<file path="src/rtl/fetch_stage_if.sv">
// Bus between the fetch stage and its neighbours: the redirect decision and
// hazard controls coming in, the instruction-memory read port, and the IF/ID
// register contents plus fault/perf status going out.
interface fetch_stage_if;
  // redirect decision and hazard controls
  logic [2:0]  decision_sel;
  logic        if_id_flush;
  logic        stall;
  logic [31:0] branch_target;
  logic [31:0] jal_target;
  logic [31:0] jalr_target;
  // instruction memory read port (combinational read of imem_addr)
  logic [31:0] instr_in;
  logic [31:0] imem_addr;
  // IF/ID register
  logic [31:0] if_id_instr;
  logic [31:0] if_id_pc;
  logic        if_id_valid;
  // status
  logic        fault;
  logic [31:0] fault_pc;
  logic [15:0] redirect_count;

  // the side that drives the fetch stage (decision logic, imem, hazard unit)
  modport master (
    output decision_sel, if_id_flush, stall,
    output branch_target, jal_target, jalr_target,
    output instr_in,
    input  imem_addr, if_id_instr, if_id_pc, if_id_valid,
    input  fault, fault_pc, redirect_count
  );

  // the fetch stage itself
  modport slave (
    input  decision_sel, if_id_flush, stall,
    input  branch_target, jal_target, jalr_target,
    input  instr_in,
    output imem_addr, if_id_instr, if_id_pc, if_id_valid,
    output fault, fault_pc, redirect_count
  );
endinterface

</file>
<file path="src/rtl/fetch_stage.sv">
// Instruction-fetch stage: program counter, next-PC selection from the
// branch/jump decision, IF/ID pipeline register, sticky misaligned-target
// fault and a saturating taken-redirect counter.
module fetch_stage #(
  parameter logic [31:0] RESET_PC = 32'h0000_0000,
  parameter logic [31:0] NOP      = 32'h0000_0013
) (
  input  logic          clk,
  input  logic          rst_n,
  fetch_stage_if.slave  bus
);

  localparam logic [0:0] ST_RUN   = 1'b0;
  localparam logic [0:0] ST_FAULT = 1'b1;

  localparam logic [2:0] SEL_SEQ  = 3'b000;
  localparam logic [2:0] SEL_BR   = 3'b001;
  localparam logic [2:0] SEL_JAL  = 3'b010;
  localparam logic [2:0] SEL_JALR = 3'b011;

  logic [0:0]  state_q,  state_nxt;
  logic [31:0] pc_q,     pc_nxt;
  logic [31:0] instr_q,  instr_nxt;
  logic [31:0] ipc_q,    ipc_nxt;
  logic        vld_q,    vld_nxt;
  logic        fault_q,  fault_nxt;
  logic [31:0] fpc_q,    fpc_nxt;
  logic [15:0] cnt_q,    cnt_nxt;

  logic [31:0] tgt;
  logic        redirect;
  logic        misaligned;

  // Decode the PC source; reserved encodings fall back to sequential fetch.
  always_comb begin
    tgt      = 32'h0;
    redirect = 1'b0;
    case (bus.decision_sel)
      SEL_BR: begin
        tgt      = bus.branch_target;
        redirect = 1'b1;
      end
      SEL_JAL: begin
        tgt      = bus.jal_target;
        redirect = 1'b1;
      end
      SEL_JALR: begin
        // JALR clears bit 0 of the computed target before use
        tgt      = bus.jalr_target & ~32'h1;
        redirect = 1'b1;
      end
      default: begin
        tgt      = 32'h0;
        redirect = 1'b0;
      end
    endcase
    misaligned = redirect && (tgt[1:0] != 2'b00);
  end

  // Next-state for PC, IF/ID, fault capture and redirect counter.
  always_comb begin
    state_nxt = state_q;
    pc_nxt    = pc_q;
    instr_nxt = instr_q;
    ipc_nxt   = ipc_q;
    vld_nxt   = vld_q;
    fault_nxt = fault_q;
    fpc_nxt   = fpc_q;
    cnt_nxt   = cnt_q;

    if (state_q == ST_RUN) begin
      // PC: a bad target freezes fetch; a redirect beats a stall
      if (misaligned) begin
        fault_nxt = 1'b1;
        fpc_nxt   = tgt;
        state_nxt = ST_FAULT;
      end else if (redirect) begin
        pc_nxt = tgt;
      end else if (!bus.stall) begin
        pc_nxt = pc_q + 32'd4;
      end

      // IF/ID: flush (or a faulting redirect) beats stall
      if (bus.if_id_flush || misaligned) begin
        instr_nxt = NOP;
        ipc_nxt   = 32'h0;
        vld_nxt   = 1'b0;
      end else if (!bus.stall) begin
        instr_nxt = bus.instr_in;
        ipc_nxt   = pc_q;
        vld_nxt   = 1'b1;
      end

      // only redirects that actually take effect are counted
      if (redirect && !misaligned && (cnt_q != 16'hFFFF))
        cnt_nxt = cnt_q + 16'd1;
    end else begin
      // faulted: everything frozen except IF/ID, which keeps issuing bubbles
      instr_nxt = NOP;
      ipc_nxt   = 32'h0;
      vld_nxt   = 1'b0;
    end
  end

  // State registers; reset takes effect immediately, independent of clk.
  always_ff @(posedge clk or negedge rst_n) begin
    if (!rst_n) begin
      state_q <= ST_RUN;
      pc_q    <= RESET_PC;
      instr_q <= NOP;
      ipc_q   <= 32'h0;
      vld_q   <= 1'b0;
      fault_q <= 1'b0;
      fpc_q   <= 32'h0;
      cnt_q   <= 16'h0;
    end else begin
      state_q <= state_nxt;
      pc_q    <= pc_nxt;
      instr_q <= instr_nxt;
      ipc_q   <= ipc_nxt;
      vld_q   <= vld_nxt;
      fault_q <= fault_nxt;
      fpc_q   <= fpc_nxt;
      cnt_q   <= cnt_nxt;
    end
  end

  assign bus.imem_addr      = pc_q;
  assign bus.if_id_instr    = instr_q;
  assign bus.if_id_pc       = ipc_q;
  assign bus.if_id_valid    = vld_q;
  assign bus.fault          = fault_q;
  assign bus.fault_pc       = fpc_q;
  assign bus.redirect_count = cnt_q;

endmodule

</file>
<file path="src/flat_wrapper.sv">
// flat-port wrapper written by rule: the top's interface ports become plain ports
module fetch_stage_flat 
#(
  parameter logic [31:0] RESET_PC = 32'h0000_0000,
  parameter logic [31:0] NOP      = 32'h0000_0013
)
  (clk, rst_n, bus_decision_sel, bus_if_id_flush, bus_stall, bus_branch_target, bus_jal_target, bus_jalr_target, bus_instr_in, bus_imem_addr, bus_if_id_instr, bus_if_id_pc, bus_if_id_valid, bus_fault, bus_fault_pc, bus_redirect_count);
  fetch_stage_if bus_i ();
  input  logic clk;
  input  logic rst_n;
  input wire logic [$bits(bus_i.decision_sel)-1:0] bus_decision_sel;
  input wire logic [$bits(bus_i.if_id_flush)-1:0] bus_if_id_flush;
  input wire logic [$bits(bus_i.stall)-1:0] bus_stall;
  input wire logic [$bits(bus_i.branch_target)-1:0] bus_branch_target;
  input wire logic [$bits(bus_i.jal_target)-1:0] bus_jal_target;
  input wire logic [$bits(bus_i.jalr_target)-1:0] bus_jalr_target;
  input wire logic [$bits(bus_i.instr_in)-1:0] bus_instr_in;
  output wire logic [$bits(bus_i.imem_addr)-1:0] bus_imem_addr;
  output wire logic [$bits(bus_i.if_id_instr)-1:0] bus_if_id_instr;
  output wire logic [$bits(bus_i.if_id_pc)-1:0] bus_if_id_pc;
  output wire logic [$bits(bus_i.if_id_valid)-1:0] bus_if_id_valid;
  output wire logic [$bits(bus_i.fault)-1:0] bus_fault;
  output wire logic [$bits(bus_i.fault_pc)-1:0] bus_fault_pc;
  output wire logic [$bits(bus_i.redirect_count)-1:0] bus_redirect_count;
  assign bus_i.decision_sel = bus_decision_sel;
  assign bus_i.if_id_flush = bus_if_id_flush;
  assign bus_i.stall = bus_stall;
  assign bus_i.branch_target = bus_branch_target;
  assign bus_i.jal_target = bus_jal_target;
  assign bus_i.jalr_target = bus_jalr_target;
  assign bus_i.instr_in = bus_instr_in;
  assign bus_imem_addr = bus_i.imem_addr;
  assign bus_if_id_instr = bus_i.if_id_instr;
  assign bus_if_id_pc = bus_i.if_id_pc;
  assign bus_if_id_valid = bus_i.if_id_valid;
  assign bus_fault = bus_i.fault;
  assign bus_fault_pc = bus_i.fault_pc;
  assign bus_redirect_count = bus_i.redirect_count;
  fetch_stage #(.RESET_PC(RESET_PC), .NOP(NOP)) u_core (.clk(clk), .rst_n(rst_n), .bus(bus_i));
endmodule
</file>
<file path="config.mk">
export PLATFORM = sky130hd
export DESIGN_NAME = fetch_stage_flat
export DESIGN_NICKNAME = d
export VERILOG_FILES = /design/src/rtl/fetch_stage_if.sv /design/src/rtl/fetch_stage.sv /design/src/flat_wrapper.sv
export SDC_FILE = /design/constraint.sdc
export NUM_CORES = 1
export LEC_CHECK = 0
export ABC_AREA = 1
export ABC_CLOCK_PERIOD_IN_PS = 2300
export CAP_MARGIN = 0
export CORE_ASPECT_RATIO = 1.4
export CORE_UTILIZATION = 46
export CTS_CLUSTER_DIAMETER = 40
export DETAILED_ROUTE_END_ITERATION = 10
export HOLD_SLACK_MARGIN = 0.05
export MAX_ROUTING_LAYER = met4
export PLACE_DENSITY = 0.79
export SLEW_MARGIN = 20
export SYNTH_ARGS = -nofsm -noshare
export SYNTH_HDL_FRONTEND = slang
export SYNTH_SLANG_ARGS = --single-unit
export TNS_END_PERCENT = 50
</file>
<file path="constraint.sdc">
create_clock -name clk -period 2.3 [get_ports clk]
set_clock_uncertainty 0.2 [all_clocks]
set_input_delay 0.69 -clock clk [delete_from_list [all_inputs] [get_ports clk]]
set_output_delay 0.69 -clock clk [all_outputs]
set_load 0.01 [all_outputs]
</file>
### Yosys cells after proc, flatten, opt, wreduce, memory -nomap -nowiden

Cells that the tools add are included.

| cells by class | value |
|---|---|
| add/subtract/negate cells | 2 |
| $mul | 0 |
| divide/modulo/power cells | 0 |
| order comparisons | 0 |
| equality and inequality tests | 6 |
| shift-type cells | 0 |
| multiplexer cells | 15 |
| bitwise operators | 2 |
| reduce and logical (&&, ||, !) cells | 10 |

Operator list:

| operator | count |
|---|---|
| 32-bit two-way mux | 8 |
| 32-bit one-hot mux with 3 select lines | 1 |
| 32-bit by 3-bit adder with 32-bit output (second input constant) | 1 |
| 16-bit by 1-bit adder with 16-bit output (second input constant) | 1 |
| 16-bit != test (second input constant) | 1 |
| 3-bit by 2-bit == test with 1-bit output (second input constant) | 2 |
| 1-bit two-way mux | 6 |
| 2-bit AND reduction | 2 |
| 3-bit by 1-bit == test with 1-bit output (second input constant) | 1 |
| 1-bit logical AND | 3 |
| 3-bit by 1-bit != test with 1-bit output (second input constant) | 1 |
| 3-bit AND reduction | 1 |
| 3-bit OR reduction | 1 |
| 2-bit by 1-bit != test with 1-bit output (second input constant) | 1 |
| 1-bit inverter | 2 |
| 2-bit nonzero test | 1 |
| 1-bit logical NOT | 1 |
| 1-bit logical OR | 1 |

| storage, ports and cells | value |
|---|---|
| flip-flop bits (word level) | 147 |
| bits in latches | 0 |
| RAM bits | 0 |
| memory bits (read-only) | 0 |
| bits of input ports | 135 |
| output and inout port bits | 146 |
| memories | 0 |

### Longest topological paths before layout

| depth | value |
|---|---|
| word-level depth | 8 |
| mapped depth | 12 |
| depth with buffers taken out | 10 |

### Least setup slack after synthesis

Ideal clock, no wire load.

| path | value |
|---|---|
| path kind | input-to-reg |
| start | input port bus_decision_sel[2] |
| end | register u_core.fpc_q[27], in the netlist u_core.bus.fault_pc[27] |
| setup time | 0.117 ns |
| arrival time | 1.715 ns |
| required time | 1.983 ns |
| slack | 0.268 ns |
| stages on the path | 12 |
| path buffers | 2 |
| cells stage by stage | inv_2 -> nand3_2 -> nor2_4 -> nor2_4 -> nand2_4 -> inv_4 -> nor2_8 -> inv_4 -> buf_6 -> buf_8 -> nand2_1 -> nand2_1 |

| on the way | value |
|---|---|
| word-level cells in the longest chain between the ends | 5 |
| elaborated cells between the ends (all ways) | 9 |
| classes of those cells | eq/ne (3); mux (2); reduce/logical (4) |

RTL lines:

| item | RTL line | source |
|---|---|---|
| start: declaration | flat_wrapper.sv:11 | `input wire logic [$bits(bus_i.decision_sel)-1:0] bus_decision_sel;` |
| 3-bit by 2-bit == test with 1-bit output / 3-bit by 1-bit == test with 1-bit output (equally long branches) | fetch_stage.sv:38 | `case (bus.decision_sel)` |
| 32-bit one-hot mux with 3 select lines / 3-bit OR reduction (equally long branches) | -- |  |
| 2-bit nonzero test / 1-bit two-way mux (equally long branches) | fetch_stage.sv:57, fetch_stage.sv:38 |  |
| 1-bit logical AND | fetch_stage.sv:57 | `misaligned = redirect && (tgt[1:0] != 2'b00);` |
| 2-bit AND reduction (no source line) | -- |  |
| end signal: assignment | fetch_stage.sv:123 | `fpc_q <= fpc_nxt;` |
| end: declaration | fetch_stage.sv:27 | `logic [31:0] fpc_q, fpc_nxt;` |

Parallel ways exist; a longest one is shown, timed or not.
A chain may end at the register's enable or synchronous reset.

### Final worst setup path

| path | value |
|---|---|
| start | register u_core.pc_q[22], in the netlist u_core.bus.imem_addr[22] |
| end | output port bus_imem_addr[22] |

RTL lines:

| item | RTL line | source |
|---|---|---|
| start: declaration | fetch_stage.sv:22 | `logic [31:0] pc_q, pc_nxt;` |
| start signal: assignment | fetch_stage.sv:118 | `pc_q <= pc_nxt;` |
| end: declaration | flat_wrapper.sv:18 | `output wire logic [$bits(bus_i.imem_addr)-1:0] bus_imem_addr;` |

No word-level cell between the ends.

==> impl_metrics.json <==
{
  "die-area_mm2": 0.0176,
  "h-tree-depth": 4,
  "syn_area_per_cell_um2": 7.24,
  "dpl.cell_count": 1594,
  "finalSetupViolCount": 0,
  "slowest_delay_ps": 570,
  "drive_gt1_share_pct": 12.7,
  "drtIter0Drc": 597,
  "worstSkewPairLatency_ps": 420,
  "vdd_drop_max_uv": 477,
  "reg2reg_from": "u_core.bus.imem_addr[3]",
  "grt_pass1_wl_mm": 41.5,
  "hold_class": "flip-flop to flip-flop",
  "relSlewSlack_pct": 65.1,
  "hold_start": "u_core.bus.fault_pc[19]",
  "seqPwrFrac_pct": 42.4,
  "yosysSeqAreaShare_pct": 46.9,
  "rows": 56,
  "slew_viol_final": 0,
  "p_int_mw": 4.79,
  "synth_warnings": 0,
  "p_leak_nw": 5.89,
  "fin_crit_sh_pct": 98.7,
  "synth_top_area_share_pct": 45.9,
  "pre_cts_ws_ps": -447,
  "crit_required_ps": 1410,
  "numCtsBuffers": 17,
  "synth_edf_count": 0,
  "netlist-cell-type-count": 35,
  "startpoint": "u_core.bus.imem_addr[22]",
  "area_delta_synth_final_pct": 56.3,
  "period_minus_slack_ps": 2270,
  "wirelength_mm": 27.4,
  "worstSetupPathDepth": 1,
  "ys_async_sr_fraction_pct": 100,
  "syn_inst": 1084,
  "synth_ff_type": "dfrtp_1",
  "grt_max_degree": 46,
  "switching_share_pct": 24.8,
  "grt_overflow": 0,
  "setup_slack_ps": 30.0,
  "min_path_cells": 2,
  "routabilityCongestion": 0.960,
  "clk_pin_slew_ps": 60,
  "hold_path_end": "u_core.bus.fault_pc[19]",
  "synth_common_cells": "nand2_1 (441), dfrtp_1 (144), nor2_1 (126)",
  "slowest_stage": "clkdlybuf4s50_1",
  "drc": 0,
  "rsz0062_at_grt": "false",
  "layout.cells.non_filler": 1646,
  "yosysTopAreaCell": "dfrtp_1",
  "synth_area_mm2": 0.00785,
  "crit_chain": "clkdlybuf4s50_1",
  "grt_usage_pct": 31.6,
  "place_hpwl_mm": 19.6,
  "worst-slew-pin-transition_ps": 519,
  "drv_cap": 0,
  "num_antenna_cells": 0,
  "grt_pass1_vias": 8119,
  "worst-path-max-fanout": 2,
  "cts_num_sinks": 147,
  "wire_per_inst_um": 16.7,
  "fmax_mhz": 441,
  "crit_type": "flip-flop to primary output",
  "syn_nets": 1221,
  "p_switching_mw": 1.58,
  "antenna_found_initial": 0,
  "synthTopCellsByArea": "dfrtp_1 (46%), nand2_1 (21%), nor2_1 (6.0%), a21oi_1 (5.1%), nand3_1 (3.8%)",
  "start_kind": "flip-flop",
  "pwr-share-clk_pct": 42.9,
  "die_width_um": 112,
  "drt-pass1-iter-count": 5,
  "finalPower_mw": 6.37,
  "fin_nets": 1567,
  "synth.most_common_cell": "nand2_1",
  "reg2reg_depth": 8,
  "power_frac_comb_pct": 14.6,
  "fp.dieH_um": 157,
  "ant_nets": 0,
  "cts.path.max_buffers": 2,
  "multi_input_area_mm2": 0.00369,
  "register_area_mm2": 0.00370,
  "cts_tree": "built",
  "io_pins": 281,
  "num_vias": 8488,
  "fillers": 1324,
  "cpLargestDelayFamily": "buffers and inverters",
  "rrSetupSlack_ps": 220,
  "initial_core_util_pct": 46.9,
  "hold_viol": 0,
  "path_buf_inv": 1,
  "status": "completed",
  "reg2reg_to": "u_core.bus.imem_addr[16]",
  "ys_ff_latch": 147,
  "io_buffer_count": 279,
  "core_area_mm2": 0.0167,
  "cp.arrival_ps": 1380,
  "cts_root_buf": "clkbuf_16",
  "powerDensity_mw_per_mm2": 519,
  "viasPerCell": 5.16,
  "cp-end-kind": "primary output"
}
metrics by stage:
step                TNS (ps)  utilization [%]  cell area [um^2]  hold slack [ps]
floorplan                  0                -              7850              194
global placement      -47670             67.9             11400              252
detailed placement    -53900             67.9             11400              258
CTS                    -3.70             71.6             12000              275
global route               0             73.3             12300              304
finish                     0             73.3             12300              277
tightest hold or removal path, cell delays in order (launching register included):
cell and delay, ps:
dfrtp_1 340, nand2_1 50, nand2_1 50
state kept, by name, indices dropped and copies added, names as in the netlist:
name,count
u_core.bus.fault_pc,32
u_core.bus.if_id_instr,32
u_core.bus.if_id_pc,32
u_core.bus.imem_addr,32
u_core.bus.redirect_count,16
u_core.bus.fault,1
u_core.bus.if_id_valid,1
u_core.state_q,1
placed cells by master, fill, tap and decap left out, types with 3 or more instances in the layout:
master / n
nand2_1: 440
clkdlybuf4s50_1: 239
dfrtp_1: 132
nor2_1: 125
a21oi_1: 73
inv_1: 69
buf_4: 67
nand3_1: 60
o21ai_0: 30
dlygate4sd2_1: 27
clkbuf_16: 22
o21ai_2: 16
xor2_1: 14
buf_12: 14
dfrtp_2: 12
dlymetal6s2s_1: 11
nor3_1: 8
nand4_1: 7
a21oi_2: 7
nand3b_1: 7
inv_2: 6
nor2_4: 4
xnor2_1: 4
clkinv_2: 4
buf_6: 4
nand3_2: 3
clkbuf_8: 3
clkbuf_1: 3
dfstp_2: 3
power by group through the flow:
stage | clock [mW] | sequential (mW) | combinational [mW]
CTS | 2.78 | 2.70 | 0.912
global route | 2.89 | 2.71 | 1.01
detailed placement | 0 | 2.75 | 0.897
finish | 2.73 | 2.70 | 0.932
floorplan | 0 | 2.76 | 0.286
global placement | 0 | 2.75 | 0.887
area by class of cell:
cell class | instances | area share, %
Clock buffer | 23 | 3.89
Clock inverter | 9 | 0.846
Inverter | 79 | 2.54
Multi-Input combinational cell | 816 | 30.1
Sequential cell | 147 | 30.1
Tap cell | 203 | 2.07
Timing Repair Buffer | 369 | 30.4
worst max-delay path by stage:
stage | to
after floorplan | u_core.bus.fault_pc[27]
after global placement | u_core.bus.imem_addr[16]
after global routing | bus_imem_addr[13]
after detailed placement | u_core.bus.if_id_pc[26]
final | bus_imem_addr[22]
after CTS | u_core.bus.if_id_pc[26]
per-layer routing:
| layer | vias up | GRT usage [%] | wire length [um] |
|---|---|---|---|
| met5 | - | - | 0 |
| met2 | 363 | 54.6 | 14300 |
| met1 | 3929 | 35.4 | 10400 |
| met3 | 80 | 5.93 | 1630 |
| li1 | 4116 | - | - |
| met4 | 0 | 14.8 | 1100 |
cell families after synthesis:
| group | Yosys count | synth area share [%] |
|---|---|---|
| AO/OA/AOI/OAI | 133 | 9.42 |
| XOR/XNOR | 18 | 2.01 |
| adder cells (fa/ha/maj) | 2 | 0.319 |
| buffers and inverters | 122 | 6.87 |
| flip-flops | 147 | 46.9 |
| multiplexers | 1 | 0.127 |
| AND/OR/NAND/NOR | 661 | 34.4 |
what timing repair did:
action,in CTS,in global routing
cloned,0,9
endpoints found under the setup margin,49,129
hold buffers,1,0
buffers inserted,6,4
gates resized for setup,41,29
pin swaps,0,3
endpoints found under the hold margin,38,0
Note: power is estimated with default switching activity, not from simulation.
